--- config.mk ---
export PLATFORM = sky130hd
export DESIGN_NAME = tag_stream_arbiter
export DESIGN_NICKNAME = d
export VERILOG_FILES = /design/src/rtl/tag_stream_arbiter.sv
export SDC_FILE = /design/constraint.sdc
export NUM_CORES = 1
export LEC_CHECK = 0
export ABC_CLOCK_PERIOD_IN_PS = 2600
export CAP_MARGIN = 20
export CELL_PAD_IN_SITES_DETAIL_PLACEMENT = 0
export CELL_PAD_IN_SITES_GLOBAL_PLACEMENT = 2
export CORE_MARGIN = 1.5
export CORE_UTILIZATION = 16
export DETAILED_ROUTE_END_ITERATION = 6
export PLACE_DENSITY = 0.85
export SYNTH_ARGS = -nofsm -noshare
export SYNTH_HDL_FRONTEND = slang
export SYNTH_SLANG_ARGS = --single-unit
--- constraint.sdc ---
create_clock -name clk -period 2.6 [get_ports clk]
set_input_delay 0.52 -clock clk [delete_from_list [all_inputs] [get_ports clk]]
set_output_delay 0.52 -clock clk [all_outputs]
set_load 0.05 [all_outputs]
--- src/rtl/tag_stream_arbiter.sv ---
// -----------------------------------------------------------------------------
// tag_stream_arbiter
//
// Merges NUM_INPUTS AXI-Stream tag sources (live tagger stream, replay, test
// pattern generators) into one AXI-Stream output. Arbitration is round-robin
// at packet granularity: once a source is granted it owns the output until its
// tlast beat handshakes, so packets are never interleaved and tuser (the wrap
// count) stays attached to the right packet.
//
// Optional feature macro: TAG_ARB_WATCHDOG_EN
//   When defined, a granted source that stops offering data for
//   WATCHDOG_CYCLES consecutive cycles is cut off: a sticky timeout_err is
//   raised and a single empty closing beat (tlast=1, tkeep=0, tdata=0,
//   tuser=last forwarded tuser) is emitted so the downstream packet framing
//   stays intact. When undefined, timeout_err is tied low and a grant is
//   held for as long as the source takes.
//
// Ports:
//   clk, rst           single clock, synchronous active-high reset
//   s_axis_*           NUM_INPUTS slave streams, source i in slice i
//   m_axis_*           merged master stream (zero-latency mux of the owner)
//   grant_valid        a source currently owns the output
//   grant_idx          index of the owning source
//   pkt_count          packets completed on the master side (wrapping)
//   timeout_err        sticky watchdog flag
// -----------------------------------------------------------------------------
module tag_stream_arbiter #(
  parameter int NUM_INPUTS      = 2,
  parameter int DATA_WIDTH      = 32,
  parameter int KEEP_WIDTH      = (DATA_WIDTH + 7) / 8,
  parameter int USER_WIDTH      = 32,
  parameter int WATCHDOG_CYCLES = 1024
) (
  input  logic                             clk,
  input  logic                             rst,
  input  logic [NUM_INPUTS-1:0]            s_axis_tvalid,
  output logic [NUM_INPUTS-1:0]            s_axis_tready,
  input  logic [NUM_INPUTS*DATA_WIDTH-1:0] s_axis_tdata,
  input  logic [NUM_INPUTS-1:0]            s_axis_tlast,
  input  logic [NUM_INPUTS*KEEP_WIDTH-1:0] s_axis_tkeep,
  input  logic [NUM_INPUTS*USER_WIDTH-1:0] s_axis_tuser,
  output logic                             m_axis_tvalid,
  input  logic                             m_axis_tready,
  output logic [DATA_WIDTH-1:0]            m_axis_tdata,
  output logic                             m_axis_tlast,
  output logic [KEEP_WIDTH-1:0]            m_axis_tkeep,
  output logic [USER_WIDTH-1:0]            m_axis_tuser,
  output logic                             grant_valid,
  output logic [3:0]                       grant_idx,
  output logic [31:0]                      pkt_count,
  output logic                             timeout_err
);

  // Elaboration-time parameter sanity checks.
  if (NUM_INPUTS < 1 || NUM_INPUTS > 16) begin : g_num_inputs_check
    $error("tag_stream_arbiter: NUM_INPUTS must be in 1..16");
  end
  if (WATCHDOG_CYCLES < 2) begin : g_watchdog_check
    $error("tag_stream_arbiter: WATCHDOG_CYCLES must be >= 2");
  end

  localparam logic [4:0] NUM_IN5 = 5'(NUM_INPUTS);

  typedef enum logic [1:0] {
    ST_IDLE  = 2'd0,
    ST_BUSY  = 2'd1
`ifdef TAG_ARB_WATCHDOG_EN
    ,
    ST_FLUSH = 2'd2
`endif
  } state_t;

  state_t      state_q, state_d;
  logic [3:0]  rr_ptr_q, rr_ptr_d;
  logic [3:0]  grant_idx_q, grant_idx_d;
  logic        grant_valid_q, grant_valid_d;
  logic [31:0] pkt_count_q, pkt_count_d;

`ifdef TAG_ARB_WATCHDOG_EN
  localparam int WD_W = $clog2(WATCHDOG_CYCLES + 1);
  logic [WD_W-1:0]       wd_cnt_q, wd_cnt_d;
  logic                  timeout_err_q, timeout_err_d;
  logic [USER_WIDTH-1:0] last_tuser_q, last_tuser_d;
`endif

  logic                  search_hit;
  logic [3:0]            search_winner;
  logic [4:0]            cand;
  logic                  sel_valid, sel_last;
  logic [DATA_WIDTH-1:0] sel_data;
  logic [KEEP_WIDTH-1:0] sel_keep;
  logic [USER_WIDTH-1:0] sel_user;
  logic                  busy, in_flush, m_hs;
  logic [3:0]            next_ptr;

  // Round-robin search: walk the sources starting at rr_ptr, wrapping
  // modulo NUM_INPUTS, and take the first one offering data. The candidate
  // index never needs more than one wrap since rr_ptr < NUM_INPUTS.
  always_comb begin
    search_hit    = 1'b0;
    search_winner = rr_ptr_q;
    cand          = '0;
    for (int k = 0; k < NUM_INPUTS; k++) begin
      cand = {1'b0, rr_ptr_q} + 5'(k);
      if (cand >= NUM_IN5) cand = cand - NUM_IN5;
      for (int j = 0; j < NUM_INPUTS; j++) begin
        if (!search_hit && cand == 5'(j) && s_axis_tvalid[j]) begin
          search_hit    = 1'b1;
          search_winner = 4'(j);
        end
      end
    end
  end

  // Select the granted source's stream signals. A one-hot compare loop keeps
  // the index width independent of NUM_INPUTS.
  always_comb begin
    sel_valid = 1'b0;
    sel_last  = 1'b0;
    sel_data  = '0;
    sel_keep  = '0;
    sel_user  = '0;
    for (int i = 0; i < NUM_INPUTS; i++) begin
      if (grant_idx_q == 4'(i)) begin
        sel_valid = s_axis_tvalid[i];
        sel_last  = s_axis_tlast[i];
        sel_data  = s_axis_tdata[i*DATA_WIDTH +: DATA_WIDTH];
        sel_keep  = s_axis_tkeep[i*KEEP_WIDTH +: KEEP_WIDTH];
        sel_user  = s_axis_tuser[i*USER_WIDTH +: USER_WIDTH];
      end
    end
  end

  // Output side. In BUSY the master mirrors the owner with zero latency and
  // only the owner sees m_axis_tready. Reset gates every handshake so a
  // packet in flight is dropped on the spot rather than closed.
  always_comb begin
    busy = (state_q == ST_BUSY);
`ifdef TAG_ARB_WATCHDOG_EN
    in_flush = (state_q == ST_FLUSH);
`else
    in_flush = 1'b0;
`endif
    m_axis_tvalid = ~rst & ((busy & sel_valid) | in_flush);
    m_axis_tdata  = busy ? sel_data : '0;
    m_axis_tlast  = busy ? sel_last : in_flush;
    m_axis_tkeep  = busy ? sel_keep : '0;
`ifdef TAG_ARB_WATCHDOG_EN
    m_axis_tuser  = busy ? sel_user : (in_flush ? last_tuser_q : '0);
`else
    m_axis_tuser  = busy ? sel_user : '0;
`endif
    s_axis_tready = '0;
    for (int i = 0; i < NUM_INPUTS; i++) begin
      s_axis_tready[i] = ~rst & busy & (grant_idx_q == 4'(i)) & m_axis_tready;
    end
  end

  assign m_hs     = m_axis_tvalid & m_axis_tready;
  assign next_ptr = (grant_idx_q == 4'(NUM_INPUTS - 1)) ? 4'd0 : grant_idx_q + 4'd1;

  // Next-state logic. A packet ends (normally or via the flush beat) by
  // bumping pkt_count, moving rr_ptr past the owner and dropping the grant,
  // which guarantees one idle bubble before the next grant.
  always_comb begin
    state_d       = state_q;
    rr_ptr_d      = rr_ptr_q;
    grant_idx_d   = grant_idx_q;
    grant_valid_d = grant_valid_q;
    pkt_count_d   = pkt_count_q;
`ifdef TAG_ARB_WATCHDOG_EN
    wd_cnt_d      = wd_cnt_q;
    timeout_err_d = timeout_err_q;
    last_tuser_d  = last_tuser_q;
`endif
    case (state_q)
      ST_IDLE: begin
        if (search_hit) begin
          grant_idx_d   = search_winner;
          grant_valid_d = 1'b1;
          state_d       = ST_BUSY;
`ifdef TAG_ARB_WATCHDOG_EN
          wd_cnt_d      = '0;
`endif
        end
      end
      ST_BUSY: begin
`ifdef TAG_ARB_WATCHDOG_EN
        if (m_hs) last_tuser_d = sel_user;
        // Only a silent source counts as a stall; backpressure does not.
        if (sel_valid) begin
          wd_cnt_d = '0;
        end else if (wd_cnt_q == WD_W'(WATCHDOG_CYCLES - 1)) begin
          timeout_err_d = 1'b1;
          state_d       = ST_FLUSH;
        end else begin
          wd_cnt_d = wd_cnt_q + 1'b1;
        end
`endif
        if (m_hs && sel_last) begin
          pkt_count_d   = pkt_count_q + 32'd1;
          rr_ptr_d      = next_ptr;
          grant_valid_d = 1'b0;
          state_d       = ST_IDLE;
        end
      end
`ifdef TAG_ARB_WATCHDOG_EN
      ST_FLUSH: begin
        if (m_hs) begin
          pkt_count_d   = pkt_count_q + 32'd1;
          rr_ptr_d      = next_ptr;
          grant_valid_d = 1'b0;
          wd_cnt_d      = '0;
          state_d       = ST_IDLE;
        end
      end
`endif
      default: state_d = ST_IDLE;
    endcase
  end

  // State register; reset overrides every other event.
  always_ff @(posedge clk) begin
    if (rst) begin
      state_q       <= ST_IDLE;
      rr_ptr_q      <= '0;
      grant_idx_q   <= '0;
      grant_valid_q <= 1'b0;
      pkt_count_q   <= '0;
`ifdef TAG_ARB_WATCHDOG_EN
      wd_cnt_q      <= '0;
      timeout_err_q <= 1'b0;
      last_tuser_q  <= '0;
`endif
    end else begin
      state_q       <= state_d;
      rr_ptr_q      <= rr_ptr_d;
      grant_idx_q   <= grant_idx_d;
      grant_valid_q <= grant_valid_d;
      pkt_count_q   <= pkt_count_d;
`ifdef TAG_ARB_WATCHDOG_EN
      wd_cnt_q      <= wd_cnt_d;
      timeout_err_q <= timeout_err_d;
      last_tuser_q  <= last_tuser_d;
`endif
    end
  end

  assign grant_valid = grant_valid_q;
  assign grant_idx   = grant_idx_q;
  assign pkt_count   = pkt_count_q;
`ifdef TAG_ARB_WATCHDOG_EN
  assign timeout_err = timeout_err_q;
`else
  assign timeout_err = 1'b0;
`endif

endmodule

==> results.ini, run 1 <==
[clock_tree]
cts_buffers = 5
cts.hold.buffers_added = 0
postCtsSetupBuffers = 0
insertion_delay_ns = 0.28
clk_pin_slew_ns = 0.06
htreeDepth = 2
cts_root_buf = clkbuf_16
clockBufferDepth = 2
cts_tree = done
clock_sinks = 41

[worst_setup_path]
cp.required_ns = 2.08
critPathKind = in -> out
path_cells = clkdlybuf4s50_1 > buf_4 > and4b_1 > buf_12
end_kind = primary output
crit_path_top_delay_cell = clkdlybuf4s50_1
critical_path.n_buffers_inverters = 3
max_stage_delay_ns = 0.50
arrival_ns = 1.90
cp_max_fo = 44
startpoint_type = input pin
path_delay_family = buffers and inverters

[layout]
final_common_cell = clkdlybuf4s50_1
final_cell_mix = clkdlybuf4s50_1, buf_12, mux2i_1
num-nets-final = 789
final_layout_size_suffix_gt1_share_pct = 25.4
diodes = 0
fin_cells = 873
area_delta_synth_final_pct = 126

[route]
ant_nets = 0
viasPerCell = 4.15
drt_wl_total_um = 13700
drc_errors = 0
vias = 3624
drt_iter0_drc = 102
drt_first_pass_iters = 4
wl_per_cell_um = 15.7

[timing]
slew_viol_final = 0
rsz0062_at_grt = false
finalSetupViolations = 0
worst_pin_slew_ns = 0.554
relSlewSlack_pct = 62.1
period_share_pct = 93.0
fin_ws_ns = 0.183
final-hold-violation-count = 0
fmax_mhz = 414
whs_ns = 0.529
layout_min_cycle_time_ns = 2.42
finClkSkew_ns = 0.00638

[grt]
grt_max_degree = 56
grt_pass1_vias = 3499
track_usage_pct = 13.0
grt_overflow_total = 0
antenna_found_initial = 0
grt_pass1_wl_um = 20600

[floorplanning]
start_util_pct = 16.4
row_count = 50
dieArea_um2 = 20000
die_y_um = 141
core_area_um2 = 18700
fp.dieW_um = 141
pin_count = 253

[placed_design]
gp_congestion = 0.773
dpl_worst_slack_ns = 0.00548
dpl.hpwl_um = 11300
port-buffer-count = 251
post-place-cells = 864

[power]
peakVddDrop_mv = 0.228
p_leak_nw = 2.58
power.density_nw_per_um2 = 395

[yosys]
synth_nets = 540
syn-cell-area_um2 = 3060
synth_area_per_cell_um2 = 7.87
synth_cell_types = 44
yosys_warnings = 0
synthFlopType = dfxtp_1
synth_cells = 389
synthArstFlopShare_pct = 0
synth_edf_count = 0
yosysSeqAreaShare_pct = 26.8
ys_ff_latch = 41

[job]
maxCapViolCount = 0

[run_status]
outcome = completed

[hold_path]
hold_path.class = reg -> reg

[synthesized netlist by cell type (4+ instances only)]
| master | number | area share [%] |
|---|---|---|
| dfxtp_1 | 41 | 27 |
| inv_1 | 10 | 1.2 |
| xor2_1 | 22 | 6.3 |
| and2_1 | 6 | 1.2 |
| ha_1 | 8 | 3.3 |
| nand4_1 | 13 | 2.7 |
| and3_1 | 6 | 1.2 |
| clkbuf_1 | 11 | 1.3 |
| and4_1 | 7 | 2.0 |
| nor2_1 | 106 | 13 |
| buf_1 | 8 | 0.98 |
| nand2_1 | 20 | 2.5 |
| xnor2_1 | 9 | 2.6 |
| buf_2 | 5 | 0.82 |
| nor3_1 | 4 | 0.65 |
| nand3_1 | 8 | 1.3 |
| mux2i_1 | 70 | 23 |
[logic make-up (layout without fill, tap and decap cells)]
family	Yosys count	after routing	synth area share, %
multiplexers	73	73	24.0
adder cells (fa/ha/maj)	8	8	3.27
AO/OA/AOI/OAI	12	12	3.02
XOR/XNOR	31	31	8.87
buffers and inverters	35	284	4.62
other	1	1	0.122
AND/OR/NAND/NOR	188	189	29.3
flip-flops	41	41	26.8
[area by class of cell]
cell class / count / area, um2
sequential: 41 / 825
multi-input combinational: 314 / 2270
inverter: 10 / 37.5
clock buffer: 5 / 125
clock inverter: 3 / 20.0
timing repair buffer: 266 / 3360
fill: 1857 / 11800
tap: 234 / 293
[path summary, 6_finish.rpt]
check	from	to	slack [ns]	depth (start not counted)
min	grant_idx[2]	grant_idx[2]	0.53	1
min reg2reg	grant_idx[2]	grant_idx[2]	0.53	1
max reg2reg	rr_ptr_q[0]	grant_idx[0]	0.23	10
max	rst	m_axis_tvalid	0.18	4
[stage by stage]
stage / util [%] / instance area (um2) / power, mW / setup TNS, ns
floorplan: - / 3200 / 1.36 / -0.532
global placement: 36.1 / 6760 / 2.13 / 0
detailed placement: 36.1 / 6760 / 2.14 / 0
CTS: 37.0 / 6920 / 2.76 / 0
global route: 37.0 / 6920 / 2.85 / 0
finish: 37.0 / 6920 / 2.73 / 0
[registers in the layout (all words and copies together), names as in the netlist]
| name | flops |
|---|---|
| grant_idx | 4 |
| grant_valid | 1 |
| pkt_count | 32 |
| rr_ptr_q | 4 |
[metal layers]
layer / global-route usage (%) / wire, um / vias up
li1: - / - / 1823
met1: 16.3 / 5690 / 1681
met2: 23.0 / 7040 / 113
met3: 3.27 / 884 / 7
met4: 1.86 / 113 / 0
met5: 0 / 0 / -
[power by group]
part / switching [mW] / internal (mW) / leakage (nW)
logic: 0.752 / 0.725 / 2.18
registers: 0.00969 / 0.633 / 0.331
clock network: 0.258 / 0.358 / 0.0745
total: 1.02 / 1.72 / 2.58
[worst reg2reg max path, stage by stage (launching register included)]
cell and delay (ns):
dfxtp_1 0.31, buf_4 0.15, ha_1 0.22, xnor2_1 0.15, ha_1 0.29, inv_1 0.03
a311oi_1 0.24, a41oi_1 0.11, a211oi_2 0.27, nor2_1 0.11, a2111oi_2 0.37
[what timing repair did]
action,CTS,global route
cloned,1,0
endpoints found under the setup margin,5,1
gates resized for setup,1,2
pin swaps,1,0
Power figures use the tool's default switching activity.
==> inputs of run 2 (changes only) <==
- MAX_ROUTING_LAYER: unset -> met4
==> results.ini, run 2 (synthesis gave the netlist of run 1 again) <==
[route]
drt_iter0_drc = 104  ; +2.0%
ant_nets = 0  ; unchanged
viasPerCell = 4.14  ; -0.17%
drt_first_pass_iters = 4  ; unchanged
drc_errors = 0  ; unchanged
vias = 3618  ; -0.17%
wl_per_cell_um = 15.7  ; unchanged
drt_wl_total_um = 13700  ; unchanged

[worst_setup_path]
critPathKind = in -> out
path_delay_family = buffers and inverters
arrival_ns = 1.90  ; about the same
startpoint_type = input pin
rrSetupSlack_ns = 0.23  ; about the same
critical_path.n_buffers_inverters = 3  ; unchanged
max_stage_delay_ns = 0.50  ; about the same
crit_path_top_delay_cell = clkdlybuf4s50_1
cp.required_ns = 2.08  ; about the same
cp.depth = 4  ; unchanged
cp_max_fo = 44  ; unchanged
path_cells = clkdlybuf4s50_1 > buf_4 > and4b_1 > buf_12
rr_startpoint = rr_ptr_q[0]
reg2reg_depth = 10  ; unchanged
end_kind = primary output
reg2reg_to = grant_idx[0]

[grt]
grt_pass1_vias = 3498  ; -0.029%
grt_pass1_wl_um = 20600  ; about the same
grt_max_degree = 56  ; unchanged
antenna_found_initial = 0  ; unchanged
track_usage_pct = 13.4  ; +0.40 points
grt_overflow_total = 0  ; unchanged

[layout]
final_common_cell = clkdlybuf4s50_1
final_cell_mix = clkdlybuf4s50_1, buf_12, mux2i_1
largest_reg_flops = 32  ; unchanged
area_delta_synth_final_pct = 126  ; unchanged
num-nets-final = 789  ; unchanged
final_area_um2 = 6920  ; unchanged
diodes = 0  ; unchanged
final_layout_size_suffix_gt1_share_pct = 25.4  ; unchanged

[timing]
layout_min_cycle_time_ns = 2.42  ; +0.00789 ns
whs_ns = 0.529  ; -0.00000100 ns
fin_ws_ns = 0.175  ; -0.00789 ns
rsz0062_at_grt = false
worst_pin_slew_ns = 0.548  ; -0.00554 ns
fmax_mhz = 412  ; -0.33%
relSlewSlack_pct = 62.5  ; +0.38 points
period_share_pct = 93.3  ; +0.30 points
finClkSkew_ns = 0.00633  ; -0.0000444 ns
finalSetupViolations = 0  ; unchanged
slew_viol_final = 0  ; unchanged
final-hold-violation-count = 0  ; unchanged

[power]
p_comb_share_pct = 54.0  ; about the same
p_seq_share_pct = 23.5  ; about the same
swShare_pct = 37.4  ; +0.076 points
internal-power_mw = 1.72  ; about the same
p_leak_nw = 2.58  ; unchanged
power.density_nw_per_um2 = 395  ; +0.12%
peakVddDrop_mv = 0.228  ; +0.18%
switchingPower_mw = 1.02  ; +0.33%
clkPwrFrac_pct = 22.6  ; about the same

[clock_tree]
postCtsSetupBuffers = 0  ; unchanged
clock_sinks = 41  ; unchanged
cts_tree = done
cts_buffers = 5  ; unchanged
htreeDepth = 2  ; unchanged
clockBufferDepth = 2  ; unchanged
insertion_delay_ns = 0.29  ; about the same
cts_root_buf = clkbuf_16
clk_pin_slew_ns = 0.06  ; about the same
cts.hold.buffers_added = 0  ; unchanged

[floorplanning]
pin_count = 253  ; unchanged
core_area_um2 = 18700  ; unchanged
fp.dieW_um = 141  ; unchanged
dieArea_um2 = 20000  ; unchanged
row_count = 50  ; unchanged
die_y_um = 141  ; unchanged
start_util_pct = 16.4  ; unchanged

[hold_path]
worstHoldStart = grant_idx[2]
hold_path.class = reg -> reg
holdPathStages = 1  ; unchanged
hold_path_end = grant_idx[2]

[placed_design]
placed_area_um2 = 6760  ; unchanged
dpl.hpwl_um = 11300  ; unchanged
dpl_worst_slack_ns = 0.00548  ; unchanged
gp_congestion = 0.784  ; +1.4%
port-buffer-count = 251  ; unchanged

[job]
maxCapViolCount = 0  ; unchanged

[run_status]
outcome = completed

-- run 2: cell counts in the layout (fill, tap and decap cells not counted) --
No cell type changed its count.
-- run 2: power groups by stage --
stage	registers, mW	clock network [mW]	logic [mW]
final	0.642	0.618	1.48
after global routing	0.643	0.672	1.54
after CTS	0.643	0.629	1.49
after detailed placement	0.656	0	1.48
after global placement	0.655	0	1.47
after floorplan	0.665	0	0.697
-- run 2: per-layer routing --
layer	global-route usage, %	vias to the layer above	share of wire (%)
met5	-	-	0
met4	1.70	0	0.82
met3	3.34	7	6.7
met2	23.1	120	51
met1	16.3	1668	41
li1	-	1823	-
-- run 2: timing repair --
item | in CTS | in global routing
gates resized for setup | 1 | 2
endpoints found under the setup margin | 5 | 1
gates cloned | 1 | 0
pin swaps | 1 | 0
-- run 2: layout make-up --
cell class	instances	area, um2
clock buffer	5	125
clock inverter	3	20.0
fill	1857	11800
inverter	10	37.5
multi-input combinational	314	2270
sequential	41	825
tap	234	293
timing repair buffer	266	3360
-- run 2: worst max-delay path by stage --
stage                            start               end  slack, ns
after floorplan           grant_idx[0]  m_axis_tuser[20]      -0.06
after global placement             rst     pkt_count[31]       0.07
after detailed placement           rst     pkt_count[31]      0.005
after CTS                          rst     m_axis_tvalid       0.14
after global routing      grant_idx[1]   m_axis_tdata[4]       0.02
final                              rst     m_axis_tvalid       0.18
-- run 2: metrics by stage --
| stage | setup TNS, ns | util, % | total power [mW] | instances |
|---|---|---|---|---|
| 2_1_floorplan | -0.532 | - | 1.36 | 389 |
| 3_3_place_gp | 0 | 36.1 | 2.13 | 864 |
| 3_5_place_dp | 0 | 36.1 | 2.14 | 864 |
| 4_1_cts | 0 | 37.0 | 2.76 | 873 |
| 5_1_grt | 0 | 37.0 | 2.85 | 873 |
| 6_report | 0 | 37.0 | 2.74 | 873 |
